===== src/rtl/uart_tx_fifo_gen2_if.sv =====
// Word handshake between the register/bus side and the UART transmitter FIFO.
interface uart_tx_fifo_gen2_if #(
   parameter int DATA_WIDTH = 8
);
   logic [DATA_WIDTH-1:0] P_DATA;
   logic                  Data_Valid;
   logic                  Data_Ready;

   modport master (output P_DATA, output Data_Valid, input Data_Ready);
   modport slave  (input P_DATA, input Data_Valid, output Data_Ready);
endinterface


===== src/rtl/uart_tx_fifo_gen2.sv =====
// Async-framed UART transmitter with an input FIFO, runtime prescaler, optional
// parity and one or two stop bits; frames are sent back-to-back while words are queued.
module uart_tx_fifo_gen2 #(
   parameter int DATA_WIDTH  = 8,
   parameter int FIFO_DEPTH  = 4,
   parameter int PRESC_WIDTH = 16
) (
   input  logic                          CLK,
   input  logic                          RST,
   uart_tx_fifo_gen2_if.slave            bus,
   input  logic                          PAR_EN,
   input  logic                          PAR_TYP,
   input  logic                          STOP2,
   input  logic [PRESC_WIDTH-1:0]        PRESCALE,
   output logic                          Busy,
   output logic                          TX_OUT,
   output logic [$clog2(FIFO_DEPTH):0]   FIFO_COUNT,
   output logic                          Frame_Done
);

   localparam int PTR_W = $clog2(FIFO_DEPTH);
   localparam int CNT_W = PTR_W + 1;
   localparam int IDX_W = (DATA_WIDTH > 1) ? $clog2(DATA_WIDTH) : 1;
   localparam logic [IDX_W-1:0] LAST_IDX = IDX_W'(DATA_WIDTH - 1);
   localparam logic [CNT_W-1:0] FULL_CNT = CNT_W'(FIFO_DEPTH);

   typedef enum logic [2:0] {IDLE, START, DATA, PARITY, STOP1, STOP_2} state_t;

   logic [DATA_WIDTH-1:0]  fifoMem_q [FIFO_DEPTH];
   logic [PTR_W-1:0]       wrPtr_q, wrPtr_d, rdPtr_q, rdPtr_d;
   logic [CNT_W-1:0]       count_q, count_d;

   state_t                 state_q, state_d;
   logic [IDX_W-1:0]       bitIdx_q, bitIdx_d;
   logic [PRESC_WIDTH-1:0] baudCnt_q, baudCnt_d;
   logic [PRESC_WIDTH-1:0] presc_q, presc_d;
   logic [DATA_WIDTH-1:0]  shadow_q, shadow_d;
   logic                   parEn_q, parEn_d;
   logic                   parTyp_q, parTyp_d;
   logic                   stop2_q, stop2_d;
   logic                   txOut_q, txOut_d;
   logic                   frameDone_q, frameDone_d;

   logic                   push, pop, frameEnd, bitEnd;
   logic [PRESC_WIDTH-1:0] prescEff;

   assign bus.Data_Ready = (count_q != FULL_CNT);
   assign push           = bus.Data_Valid && bus.Data_Ready;
   assign bitEnd         = (baudCnt_q == '0);
   assign prescEff       = (PRESCALE == '0) ? PRESC_WIDTH'(1) : PRESCALE;

   assign Busy       = (state_q != IDLE) || (count_q != '0);
   assign TX_OUT     = txOut_q;
   assign FIFO_COUNT = count_q;
   assign Frame_Done = frameDone_q;

   always_comb begin
      wrPtr_d = push ? wrPtr_q + PTR_W'(1) : wrPtr_q;
      rdPtr_d = pop  ? rdPtr_q + PTR_W'(1) : rdPtr_q;
      count_d = count_q;
      case ({push, pop})
         2'b10:   count_d = count_q + CNT_W'(1);
         2'b01:   count_d = count_q - CNT_W'(1);
         default: count_d = count_q;
      endcase
   end

   always_comb begin
      state_d     = state_q;
      bitIdx_d    = bitIdx_q;
      baudCnt_d   = baudCnt_q;
      presc_d     = presc_q;
      shadow_d    = shadow_q;
      parEn_d     = parEn_q;
      parTyp_d    = parTyp_q;
      stop2_d     = stop2_q;
      frameDone_d = 1'b0;
      frameEnd    = 1'b0;
      pop         = 1'b0;
      txOut_d     = 1'b1;

      if (state_q != IDLE) begin
         if (!bitEnd) begin
            baudCnt_d = baudCnt_q - PRESC_WIDTH'(1);
         end else begin
            baudCnt_d = presc_q - PRESC_WIDTH'(1);
            case (state_q)
               START: begin
                  state_d  = DATA;
                  bitIdx_d = '0;
               end
               DATA: begin
                  if (bitIdx_q == LAST_IDX) state_d = parEn_q ? PARITY : STOP1;
                  else                      bitIdx_d = bitIdx_q + IDX_W'(1);
               end
               PARITY:  state_d = STOP1;
               STOP1: begin
                  if (stop2_q) state_d = STOP_2;
                  else         frameEnd = 1'b1;
               end
               STOP_2:  frameEnd = 1'b1;
               default: state_d = IDLE;
            endcase
         end
      end

      if (frameEnd) begin
         frameDone_d = 1'b1;
         state_d     = IDLE;
      end

      // A queued word starts its frame on the same edge the previous one ends.
      if ((state_q == IDLE || frameEnd) && count_q != '0) begin
         pop       = 1'b1;
         shadow_d  = fifoMem_q[rdPtr_q];
         parEn_d   = PAR_EN;
         parTyp_d  = PAR_TYP;
         stop2_d   = STOP2;
         presc_d   = prescEff;
         baudCnt_d = prescEff - PRESC_WIDTH'(1);
         state_d   = START;
      end

      case (state_d)
         START:   txOut_d = 1'b0;
         DATA:    txOut_d = shadow_q[bitIdx_d];
         PARITY:  txOut_d = (^shadow_q) ^ parTyp_q;
         default: txOut_d = 1'b1;
      endcase
   end

   always_ff @(posedge CLK) begin
      if (!RST && push) fifoMem_q[wrPtr_q] <= bus.P_DATA;
   end

   always_ff @(posedge CLK) begin
      if (RST) begin
         wrPtr_q     <= '0;
         rdPtr_q     <= '0;
         count_q     <= '0;
         state_q     <= IDLE;
         bitIdx_q    <= '0;
         baudCnt_q   <= '0;
         presc_q     <= PRESC_WIDTH'(1);
         shadow_q    <= '0;
         parEn_q     <= 1'b0;
         parTyp_q    <= 1'b0;
         stop2_q     <= 1'b0;
         txOut_q     <= 1'b1;
         frameDone_q <= 1'b0;
      end else begin
         wrPtr_q     <= wrPtr_d;
         rdPtr_q     <= rdPtr_d;
         count_q     <= count_d;
         state_q     <= state_d;
         bitIdx_q    <= bitIdx_d;
         baudCnt_q   <= baudCnt_d;
         presc_q     <= presc_d;
         shadow_q    <= shadow_d;
         parEn_q     <= parEn_d;
         parTyp_q    <= parTyp_d;
         stop2_q     <= stop2_d;
         txOut_q     <= txOut_d;
         frameDone_q <= frameDone_d;
      end
   end

endmodule


===== src/flat_wrapper.sv =====
// flat-port wrapper written by rule: the top's interface ports become plain ports
module uart_tx_fifo_gen2_flat 
#(
   parameter int DATA_WIDTH  = 8,
   parameter int FIFO_DEPTH  = 4,
   parameter int PRESC_WIDTH = 16
)
  (CLK, RST, PAR_EN, PAR_TYP, STOP2, PRESCALE, Busy, TX_OUT, FIFO_COUNT, Frame_Done, bus_P_DATA, bus_Data_Valid, bus_Data_Ready);
  uart_tx_fifo_gen2_if #(.DATA_WIDTH(DATA_WIDTH)) bus_i ();
  input  logic CLK;
  input  logic RST;
  input  logic PAR_EN;
  input  logic PAR_TYP;
  input  logic STOP2;
  input  logic [PRESC_WIDTH-1:0] PRESCALE;
  output logic Busy;
  output logic TX_OUT;
  output logic [$clog2(FIFO_DEPTH):0] FIFO_COUNT;
  output logic Frame_Done;
  input wire logic [$bits(bus_i.P_DATA)-1:0] bus_P_DATA;
  input wire logic [$bits(bus_i.Data_Valid)-1:0] bus_Data_Valid;
  output wire logic [$bits(bus_i.Data_Ready)-1:0] bus_Data_Ready;
  assign bus_i.P_DATA = bus_P_DATA;
  assign bus_i.Data_Valid = bus_Data_Valid;
  assign bus_Data_Ready = bus_i.Data_Ready;
  uart_tx_fifo_gen2 #(.DATA_WIDTH(DATA_WIDTH), .FIFO_DEPTH(FIFO_DEPTH), .PRESC_WIDTH(PRESC_WIDTH)) u_core (.CLK(CLK), .RST(RST), .bus(bus_i), .PAR_EN(PAR_EN), .PAR_TYP(PAR_TYP), .STOP2(STOP2), .PRESCALE(PRESCALE), .Busy(Busy), .TX_OUT(TX_OUT), .FIFO_COUNT(FIFO_COUNT), .Frame_Done(Frame_Done));
endmodule

===== config.mk =====
export PLATFORM = sky130hd
export DESIGN_NAME = uart_tx_fifo_gen2_flat
export DESIGN_NICKNAME = d
export VERILOG_FILES = /design/src/rtl/uart_tx_fifo_gen2_if.sv /design/src/rtl/uart_tx_fifo_gen2.sv /design/src/flat_wrapper.sv
export SDC_FILE = /design/constraint.sdc
export NUM_CORES = 1
export LEC_CHECK = 0
export CORE_MARGIN = 3
export CORE_UTILIZATION = 50
export DETAILED_ROUTE_END_ITERATION = 12
export DONT_BUFFER_PORTS = 1
export PLACE_DENSITY = 0.76
export SLEW_MARGIN = 20
export SYNTH_ARGS = -nofsm -noshare
export SYNTH_HDL_FRONTEND = slang
export SYNTH_SLANG_ARGS = --single-unit

===== constraint.sdc =====
create_clock -name CLK -period 4.5 [get_ports CLK]
set_clock_uncertainty 0.2 [all_clocks]
set_input_delay 0.675 -clock CLK [delete_from_list [all_inputs] [get_ports CLK]]
set_output_delay 0.675 -clock CLK [all_outputs]
set_load 0.1 [all_outputs]

==> results.md, run 1 <==
* Number of pins with negative max-slew slack in the final report at 0
* Post-cts gate resize count at 0
* Die span in x at about 100 um
* Number of synthesized flops with an enable pin at 32
* Leakage at 1.71 nW
* Number of fill cells at 723
* TritonCTS sink count at 90
* Type of the worst setup path: reg2reg
* Final period util at 0.855
* Final-stage net count at roughly 490
* Count of synthesis-stage warnings from yosys at 0
* Final routed wire length divided by cell count at 16.8 um
* Clk_lat worst skew at roughly 0.37 ns
* Detailed-router iteration count before antenna repair at 5
* Final Hold Slack at ~0.16 ns
* Aggregate global routing overflow at 0
* Crit path max-delay cell type: sky130_fd_sc_hd__and3_1
* Main flop type after synthesis: sky130_fd_sc_hd__dfxtp_1
* Number of instances in the synthesized netlist at about 460
* Result of the run: completed
* Full die area at approximately 10000 um2
* CP Launch Type: flip-flop
* Initial detailed-routing violation count at around 320
* Number of maximum-capacitance violations at 0
* Max incr delay on CP at just under 0.5 ns
* Nature of the critical path endpoint: flip-flop
* Number of global-route vias before repair at 3323
* Footprint of the multi-input gates at 2140 um2
* Routability congestion estimate from global placement at 0.938
* Series of cell instances along the critical path: nor4_2, and3_1, a31oi_4, inv_1, buf_4, a22oi_1, inv_1, ha_1, inv_1, or3_1, o32ai_4, nand4_2, or3_1, a311oi_1
* Post-detailed-route count of antenna-violating nets at 0
* Worst min path class: in2reg
* Top Ports at 37
* Final WL at 9.36 mm
* Sequential standard cell area at ~2100 um2
* Die boundary height at 100 um
* Slew margin rel. at 0.377
* CTS tree: done
* Cell variety after synth at 52
* TritonCTS Buffers at 9
* Avg Vias per Cell at 5.95
* Total count of hold-check failures in the final report at 0
* Post-CTS setup buffers at 0
* Accumulated negative setup slack at 0 ns
* Number of setup violations in the final report at 0
* Most common cell after layout, fill and taps aside: sky130_fd_sc_hd__nand2_1
* Global routing usage summed across all routing layers at 0.196
* Most used cells in the layout excluding fill and tap cells: 68 x sky130_fd_sc_hd__nand2_1, 58 x sky130_fd_sc_hd__dfxtp_1, 51 x sky130_fd_sc_hd__nor2_1, 41 x sky130_fd_sc_hd__a21oi_1, 32 x sky130_fd_sc_hd__edfxtp_1
* Setup slack of the most critical reg-to-reg path at 0.65 ns
* Data arrival time of the critical path at between 3 and 4 ns
* Largest vdd supply drop at 0.342 mV
* Number of H-tree branching levels at 3
* Fraction of the core area covered by cells at the end of the flow at 0.561
* Achievable frequency at 260 MHz
* Syn nets at 495
* Initial standard-cell utilization of the core at 0.528
* CTS Hold Bufs at 0
* RSZ-0062 raised after global routing: no
* Ratio of cells with drive above 1 in the final layout at 0.102
* Number of inserted diodes at 0
* Final period demand of the worst path at 3.85 ns
* Number of I/O port buffers at 0
* Placed wire-length estimate at approximately 6.7 mm
* Clock root cell: sky130_fd_sc_hd__clkbuf_8
* Number of remaining DRC errors at 0
* Global-route wire length before repair at 15.6 mm
* Mean cell area of the mapped netlist at 9.68 um2
* Part of the Yosys area used for sequential elements at 0.480
* Areal power density over the cells at between 700 and 800 nW/um2
* Layout Area Growth over Synthesis at 6.34%
* Clock transition at the registers of the reported paths at 0.10 ns
* Maximum buffer depth of the clock tree at 2
* Dominant cell type by count on the critical path: sky130_fd_sc_hd__inv_1
* Largest fanout on the critical path at 18
* Total of flip-flops plus latches after synthesis at 90
* Std-Cell Core Area at roughly 8400 um2
* Area of the mapped netlist at 4420 um2
* Asr flop ratio synth at 0
* Slew at the pin closest to its max-slew limit at 0.933 ns
* Initial antenna violation count at 0
* Pin count of the biggest net entering global routing at 60
* WP data required at 4.59 ns
* Standard-cell row count at 33
* Vias at 3322
==> state kept, by name, indices dropped and copies added, names as in the netlist <==
register	count
u_core.wrPtr_q	2
u_core.parEn_q	1
u_core.baudCnt_q	16
u_core.shadow_q	8
u_core.TX_OUT	1
u_core.parTyp_q	1
u_core.state_q	3
u_core.FIFO_COUNT	3
u_core.Frame_Done	1
u_core.bitIdx_q	3
u_core.stop2_q	1
u_core.rdPtr_q	2
u_core.fifoMem_q	32
u_core.presc_q	16
==> power breakdown <==
group | internal, W | switching, W
clock network | 0.000223 | 0.000334
registers | 0.00103 | 0.000207
logic | 0.000684 | 0.00115
==> cell usage after synthesis (7+ instances only) <==
cell,n,area [um2]
sky130_fd_sc_hd__nand2_1,68,255
sky130_fd_sc_hd__nand3_1,8,40.0
sky130_fd_sc_hd__ha_1,7,87.6
sky130_fd_sc_hd__nor2_1,51,191
sky130_fd_sc_hd__mux4_2,8,180
sky130_fd_sc_hd__a21oi_1,41,205
sky130_fd_sc_hd__edfxtp_1,32,961
sky130_fd_sc_hd__dfxtp_1,58,1160
sky130_fd_sc_hd__mux2i_1,8,80.1
sky130_fd_sc_hd__xor2_1,8,70.1
sky130_fd_sc_hd__nor3_1,11,55.1
sky130_fd_sc_hd__a31oi_1,7,43.8
sky130_fd_sc_hd__inv_1,11,41.3
sky130_fd_sc_hd__a211oi_1,15,113
sky130_fd_sc_hd__o21ai_0,10,50.1
sky130_fd_sc_hd__xnor2_1,14,123
sky130_fd_sc_hd__clkbuf_1,17,63.8
==> stage by stage <==
step | setup WS, ns | cell area (um2) | instances | power, W
after floorplan | 0.179 | 4420 | 457 | 0.00275
after global placement | 0.866 | 4490 | 542 | 0.00303
after detailed placement | 0.713 | 4490 | 542 | 0.00307
after CTS | 0.675 | 4700 | 558 | 0.00363
after global routing | 0.329 | 4700 | 558 | 0.00390
final | 0.651 | 4700 | 558 | 0.00363
==> layer usage <==
metal	wire, um	global-route usage	up-vias
li1	-	-	1628
met3	704	0.0507	21
met5	0	0	-
met4	208	0.0746	0
met1	3890	0.242	1553
met2	4550	0.331	120
==> worst max-delay path, delay by kind of cell, from the launching register on <==
kind | cells | cell delay (ns)
buffers and inverters | 4 | 0.49
adders and majority gates | 1 | 0.16
DFF | 1 | 0.36
AOI/OAI and AO/OA | 4 | 0.70
and+or+nand+nor | 5 | 1.84
==> cells by family (layout without fill, tap and decap cells) <==
logic type	count (synthesis)	after routing	synth area share
buffers and inverters	39	35	0.0379
AO/OA/AOI/OAI	109	109	0.174
multiplexers	17	17	0.0614
AND/OR/NAND/NOR	172	172	0.179
XOR/XNOR	22	22	0.0436
adder cells (fa/ha/maj)	8	8	0.0243
flip-flops	90	90	0.480
==> final timing paths <==
kind	start	to	cells after the start
max	u_core.baudCnt_q[3]$_SDFFE_PP0P_	u_core.baudCnt_q[10]$_SDFFE_PP0P_	14
max reg2reg	u_core.baudCnt_q[3]$_SDFFE_PP0P_	u_core.baudCnt_q[10]$_SDFFE_PP0P_	14
min reg2reg	u_core.presc_q[14]$_SDFFE_PP0P_	u_core.presc_q[14]$_SDFFE_PP0P_	2
min	RST	u_core.wrPtr_q[1]$_SDFFE_PP0P_	1
==> cell type report <==
type | count | share of cell area
repair buffers | 8 | 0.0128
flip-flops and latches | 90 | 0.451
multi-input cells | 328 | 0.455
clock inverters | 7 | 0.0178
well taps | 105 | 0.0279
inverters | 11 | 0.00878
clock buffers | 9 | 0.0263
Power figures use the tool's default switching activity.
==> inputs of run 2 (changes only) <==
--- a/config.mk
+++ b/config.mk
@@ -10,6 +10,8 @@
 export DETAILED_ROUTE_END_ITERATION = 12
 export DONT_BUFFER_PORTS = 1
 export PLACE_DENSITY = 0.76
+export REMOVE_ABC_BUFFERS = 1
+export SKIP_LAST_GASP = 1
 export SLEW_MARGIN = 20
 export SYNTH_ARGS = -nofsm -noshare
 export SYNTH_HDL_FRONTEND = slang
==> constraint.sdc (replaced) <==
create_clock -name CLK -period 3.9 [get_ports CLK]
set_clock_uncertainty 0.2 [all_clocks]
set_input_delay 0.585 -clock CLK [delete_from_list [all_inputs] [get_ports CLK]]
set_output_delay 0.585 -clock CLK [all_outputs]
set_load 0.1 [all_outputs]
==> results.md, run 2 (synthesis gave the netlist of run 1 again) <==
* Final Total Pwr at 0.00422 W
* Most used cells in the layout excluding fill and tap cells: 68 x sky130_fd_sc_hd__nand2_1, 58 x sky130_fd_sc_hd__dfxtp_1, 51 x sky130_fd_sc_hd__nor2_1, 41 x sky130_fd_sc_hd__a21oi_1, 32 x sky130_fd_sc_hd__edfxtp_1
* Clock transition at the registers of the reported paths at 0.11 ns
* Detailed-router iteration count before antenna repair at 5
* Largest fanout on the critical path at 12
* Aggregate global routing overflow at 0
* Count of placed standard cells including taps at 545
* Biggest regs: u_core.fifoMem_q (32), u_core.baudCnt_q (16), u_core.presc_q (16)
* Number of maximum-capacitance violations at 0
* Layout Area Growth over Synthesis at 6.51%
* Type of the worst setup path: reg2reg
* Ratio of cells with drive above 1 in the final layout at 0.107
* TritonCTS Buffers at 9
* Routability congestion estimate from global placement at 0.888
* Initial antenna violation count at 0
* Areal power density over the cells at 896 nW/um2
* Die boundary height at 100 um
* Slew margin rel. at 0.366
* Total count of hold-check failures in the final report at 0
* RSZ-0062 raised after global routing: no
* Number of I/O port buffers at 0
* Largest vdd supply drop at about 0.46 mV
* WP data required at 3.96 ns
* Leakage at 1.72 nW
* Number of inserted diodes at 0
* Nature of the critical path endpoint: flip-flop
* Final period demand of the worst path at between 3 and 4 ns
* Initial detailed-routing violation count at 324
* Post-detailed-route count of antenna-violating nets at 0
* Std-Cell Core Area at 8380 um2
* Number of global-route vias before repair at 3223
* Final period util at 0.903
* Final routed wire length divided by cell count at between 15 and 20 um
* Placed wire-length estimate at between 6 and 7 mm
* Number of setup violations in the final report at 0
* Register ranked first by flip-flop count: u_core.fifoMem_q
* Clk_lat worst skew at 0.37 ns
* Number of remaining DRC errors at 0
* Most common cell after layout, fill and taps aside: sky130_fd_sc_hd__nand2_1
* Worst min path class: in2reg
* Area of all placed cells without fillers at 4710 um2
* Final WL at 9.26 mm
* Pin count of the biggest net entering global routing at 60
* Die span in x at 100 um
* Maximum buffer depth of the clock tree at 2
* Vias at 3331
* Slew at the pin closest to its max-slew limit at around 0.95 ns
* Post-CTS setup buffers at 0
* Initial standard-cell utilization of the core at 0.528
* CTS Hold Bufs at 0
* Number of H-tree branching levels at 3
* Post-cts gate resize count at 0
* Avg Vias per Cell at 5.94
* Full die area at 10000 um2
* Clock root cell: sky130_fd_sc_hd__clkbuf_8
* Number of pins with negative max-slew slack in the final report at 0
* Number of fill cells at about 700
* Achievable frequency at 284 MHz
* Result of the run: completed
* Final-stage net count at about 490
* Setup slack of the most critical reg-to-reg path at 0.38 ns
* Data arrival time of the critical path at about 3.6 ns
* Placed inst area at around 4500 um2
* Final std cells w/o fill at 561
* Number of flip-flops under the largest register name at 32
* Global-route wire length before repair at 15.6 mm
* Top Ports at 37
* CTS tree: done
* Global routing usage summed across all routing layers at 0.195
* Standard-cell row count at 33
* CP Launch Type: flip-flop
* TritonCTS sink count at 90
## run 2: worst max-delay path, stage by stage, from the launching register on
cell and delay (ns):
sky130_fd_sc_hd__dfxtp_1 0.47, sky130_fd_sc_hd__nor2b_1 0.29, sky130_fd_sc_hd__and3_4 0.35, sky130_fd_sc_hd__a31oi_4 0.11, sky130_fd_sc_hd__inv_1 0.14, sky130_fd_sc_hd__a22oi_1 0.15
sky130_fd_sc_hd__inv_1 0.08, sky130_fd_sc_hd__ha_1 0.16, sky130_fd_sc_hd__inv_1 0.08, sky130_fd_sc_hd__or3_1 0.39, sky130_fd_sc_hd__o32ai_4 0.16, sky130_fd_sc_hd__nand4_2 0.19
sky130_fd_sc_hd__nand2b_1 0.20, sky130_fd_sc_hd__xnor2_1 0.14, sky130_fd_sc_hd__a211oi_1 0.31
## run 2: area by class of cell
cell class	count	area (um2)	share of cell area
Clock buffer	9	124	0.0263
Inverter	11	41.3	0.00876
Multi-Input combinational cell	328	2140	0.453
Clock inverter	7	73.8	0.0157
Tap cell	105	131	0.0279
Sequential cell	90	2120	0.450
Timing Repair Buffer	11	82.6	0.0175
## run 2: path summary, 6_finish.rpt
kind / start / endpoint / cells past startpoint
max: u_core.state_q[2]$_SDFF_PP0_ / u_core.baudCnt_q[12]$_SDFFE_PP0P_ / 14
min: RST / u_core.wrPtr_q[1]$_SDFFE_PP0P_ / 1
max reg2reg: u_core.state_q[2]$_SDFF_PP0_ / u_core.baudCnt_q[12]$_SDFFE_PP0P_ / 14
min reg2reg: u_core.presc_q[14]$_SDFFE_PP0P_ / u_core.presc_q[14]$_SDFFE_PP0P_ / 2
## run 2: through the flow
stage	util	worst slack (ns)	hold slack (ns)	setup TNS, ns
final	0.562	0.376	0.0945	0
after floorplan	-	-1.00	0.223	-6.83
after global placement	0.538	0.591	0.239	0
after CTS	0.562	0.425	0.0722	0
after detailed placement	0.538	0.455	0.246	0
after global routing	0.562	0.181	0.0724	0
## run 2: report_power, final
| part | leakage, nW | internal (W) | switching, W |
|---|---|---|---|
| clock | 0.104 | 0.000257 | 0.000379 |
| sequential | 0.767 | 0.00119 | 0.000240 |
| combinational | 0.845 | 0.000811 | 0.00134 |
## run 2: metal layers
| metal | global-route usage | wire length, um | vias up |
|---|---|---|---|
| met1 | 0.270 | 4150 | 1564 |
| li1 | - | - | 1630 |
| met5 | 0 | 0 | - |
| met4 | 0.0705 | 179 | 0 |
| met2 | 0.303 | 4290 | 119 |
| met3 | 0.0424 | 645 | 18 |
==> inputs of run 3 (changes only) <==
--- a/config.mk
+++ b/config.mk
@@ -5,7 +5,6 @@
 export SDC_FILE = /design/constraint.sdc
 export NUM_CORES = 1
 export LEC_CHECK = 0
-export CORE_MARGIN = 3
 export CORE_UTILIZATION = 50
 export DETAILED_ROUTE_END_ITERATION = 12
 export DONT_BUFFER_PORTS = 1
==> results.md, run 3 (synthesis gave the netlist of run 1 again) <==
* Final Hold Slack at 0.0763 ns
* Most common cell after layout, fill and taps aside: sky130_fd_sc_hd__nand2_1
* RSZ-0062 raised after global routing: no
* Layer carrying the most global-route usage: met2
* Result of the run: completed
* Final period demand of the worst path at approximately 3.6 ns
* Number of setup violations in the final report at 0
* WP data required at 3.97 ns
* Largest fanout on the critical path at 12
* Final std cells w/o fill at 559
* Layout Area Growth over Synthesis at 6.62%
* Placed inst area at 4500 um2
* Clock transition at the registers of the reported paths at around 0.1 ns
* Initial standard-cell utilization of the core at 0.528
* Hold depth at 1
* Number of global-route vias before repair at 3257
* Global routing usage on met3 at 0.0592
* Die span in x at 96.1 um
* Detailed-router iteration count before antenna repair at 5
* Standard-cell row count at 33
* Routing usage on met1 at 0.295
* Std-Cell Core Area at 8380 um2
* Post-route setup slack at 0.258 ns
* Worst min path class: in2reg
* End of the worst register-to-register path: u_core.baudCnt_q[10]$_SDFFE_PP0P_
* Critical register-to-register path startpoint: u_core.state_q[2]$_SDFF_PP0_
* Most used cells in the layout excluding fill and tap cells: 68 x sky130_fd_sc_hd__nand2_1, 58 x sky130_fd_sc_hd__dfxtp_1, 51 x sky130_fd_sc_hd__nor2_1, 41 x sky130_fd_sc_hd__a21oi_1, 32 x sky130_fd_sc_hd__edfxtp_1
* Top Ports at 37
* Nature of the critical path endpoint: flip-flop
* Setup slack of the most critical reg-to-reg path at 0.26 ns
* Count of placed standard cells including taps at 543
* Total count of hold-check failures in the final report at 0
* Final WL at 9.56 mm
* Ratio of cells with drive above 1 in the final layout at 0.108
* Global-route wire length before repair at around 16 mm
* Routability congestion estimate from global placement at between 0.9 and 1
* Fraction of the core area covered by cells at the end of the flow at 0.563
* Avg Vias per Cell at a little over 6
* Leakage at 1.71 nW
* Number of I/O port buffers at 0
* CP Launch Type: flip-flop
* Area of all placed cells without fillers at around 4700 um2
* Initial detailed-routing violation count at 235
* Clock root cell: sky130_fd_sc_hd__clkbuf_8
* Pin count of the biggest net entering global routing at 60
* Aggregate global routing overflow at 0
* Post-detailed-route count of antenna-violating nets at 0
* Number of inserted diodes at 0
* Areal power density over the cells at 896 nW/um2
* Met2 track utilization from global routing at 0.360
* Number of H-tree branching levels at 3
* Hold EP: u_core.presc_q[2]$_SDFFE_PP0P_
* Final period util at 0.934
* Vias at roughly 3400
* Largest vdd supply drop at about 0.4 mV
* Maximum buffer depth of the clock tree at 2
* Biggest regs: u_core.fifoMem_q (32), u_core.baudCnt_q (16), u_core.presc_q (16)
* Slew margin rel. at 0.367
* CTS Hold Bufs at 0
* Type of the worst setup path: reg2reg
* CTS tree: done
* Data arrival time of the critical path at 3.71 ns
* Number of remaining DRC errors at 0
* Final routed wire length divided by cell count at 17.1 um
* Post-place setup slack at 0.292 ns
* Worst R2R Path Depth at 13
* Achievable frequency at roughly 270 MHz
* HP Start: RST
* Register ranked first by flip-flop count: u_core.fifoMem_q
* Number of maximum-capacitance violations at 0
* Clk_lat worst skew at 0.37 ns
* Number of flip-flops under the largest register name at 32
* Final-stage net count at 487
* Slew at the pin closest to its max-slew limit at 0.948 ns
* Full die area at a little over 9000 um2
* Global routing usage summed across all routing layers at 0.227
* Placed wire-length estimate at 6.63 mm
* TritonCTS sink count at 90
* Number of pins with negative max-slew slack in the final report at 0
* Die boundary height at 96.1 um
* TritonCTS Buffers at 9
* Initial antenna violation count at 0
## run 3: metrics by stage
step	TNS (ns)	power [W]
after floorplan	-6.83	0.00309
after global placement	0	0.00350
after detailed placement	0	0.00356
after CTS	0	0.00421
after global routing	0	0.00452
final	0	0.00423
## run 3: cell type report
| type | count | area, um2 |
|---|---|---|
| multi-input combinational | 328 | 2150 |
| inverter | 11 | 41.3 |
| fill | 702 | 3670 |
| timing repair buffer | 9 | 67.6 |
| tap | 105 | 131 |
| clock inverter | 7 | 81.3 |
| sequential | 90 | 2120 |
| clock buffer | 9 | 124 |
## run 3: worst max path at each step
stage                                       from                           endpoint  slack (ns)  cells after the start
5_1_grt             u_core.state_q[2]$_SDFF_PP0_  u_core.baudCnt_q[10]$_SDFFE_PP0P_        0.02                     13
2_1_floorplan  u_core.FIFO_COUNT[0]$_SDFFE_PP0P_  u_core.baudCnt_q[10]$_SDFFE_PP0P_       -1.00                     13
3_3_place_gp        u_core.state_q[2]$_SDFF_PP0_  u_core.baudCnt_q[10]$_SDFFE_PP0P_        0.49                     13
6_report            u_core.state_q[2]$_SDFF_PP0_  u_core.baudCnt_q[10]$_SDFFE_PP0P_        0.26                     13
3_5_place_dp        u_core.state_q[2]$_SDFF_PP0_  u_core.baudCnt_q[10]$_SDFFE_PP0P_        0.29                     13
4_1_cts             u_core.state_q[2]$_SDFF_PP0_  u_core.baudCnt_q[10]$_SDFFE_PP0P_        0.26                     13
## run 3: worst max-delay path: stages, from the launching register on
cell and delay (ns):
sky130_fd_sc_hd__dfxtp_1 0.50, sky130_fd_sc_hd__nor2b_2 0.27, sky130_fd_sc_hd__and3_4 0.32, sky130_fd_sc_hd__a31oi_4 0.11, sky130_fd_sc_hd__inv_1 0.21, sky130_fd_sc_hd__a22oi_1 0.17
sky130_fd_sc_hd__inv_1 0.08, sky130_fd_sc_hd__ha_1 0.15, sky130_fd_sc_hd__inv_1 0.08, sky130_fd_sc_hd__or3_1 0.39, sky130_fd_sc_hd__o32ai_4 0.18, sky130_fd_sc_hd__nand4_2 0.21
sky130_fd_sc_hd__or3_1 0.41, sky130_fd_sc_hd__a311oi_1 0.27
## run 3: what timing repair did
| item | 4_1_cts | 5_1_grt |
|---|---|---|
| buffers inserted | 0 | 0 |
| endpoints found under the setup margin | 0 | 2 |
| resized for setup | 0 | 2 |
## run 3: where the power goes
part	internal (W)	switching (W)
Combinational	0.000795	0.00136
Clock	0.000257	0.000386
Sequential	0.00119	0.000241
## run 3: routing by layer
| layer | vias to the layer above | wire (um) |
|---|---|---|
| met2 | 146 | 4580 |
| met3 | 14 | 706 |
| met5 | - | 0 |
| met4 | 0 | 114 |
| li1 | 1619 | - |
| met1 | 1633 | 4160 |
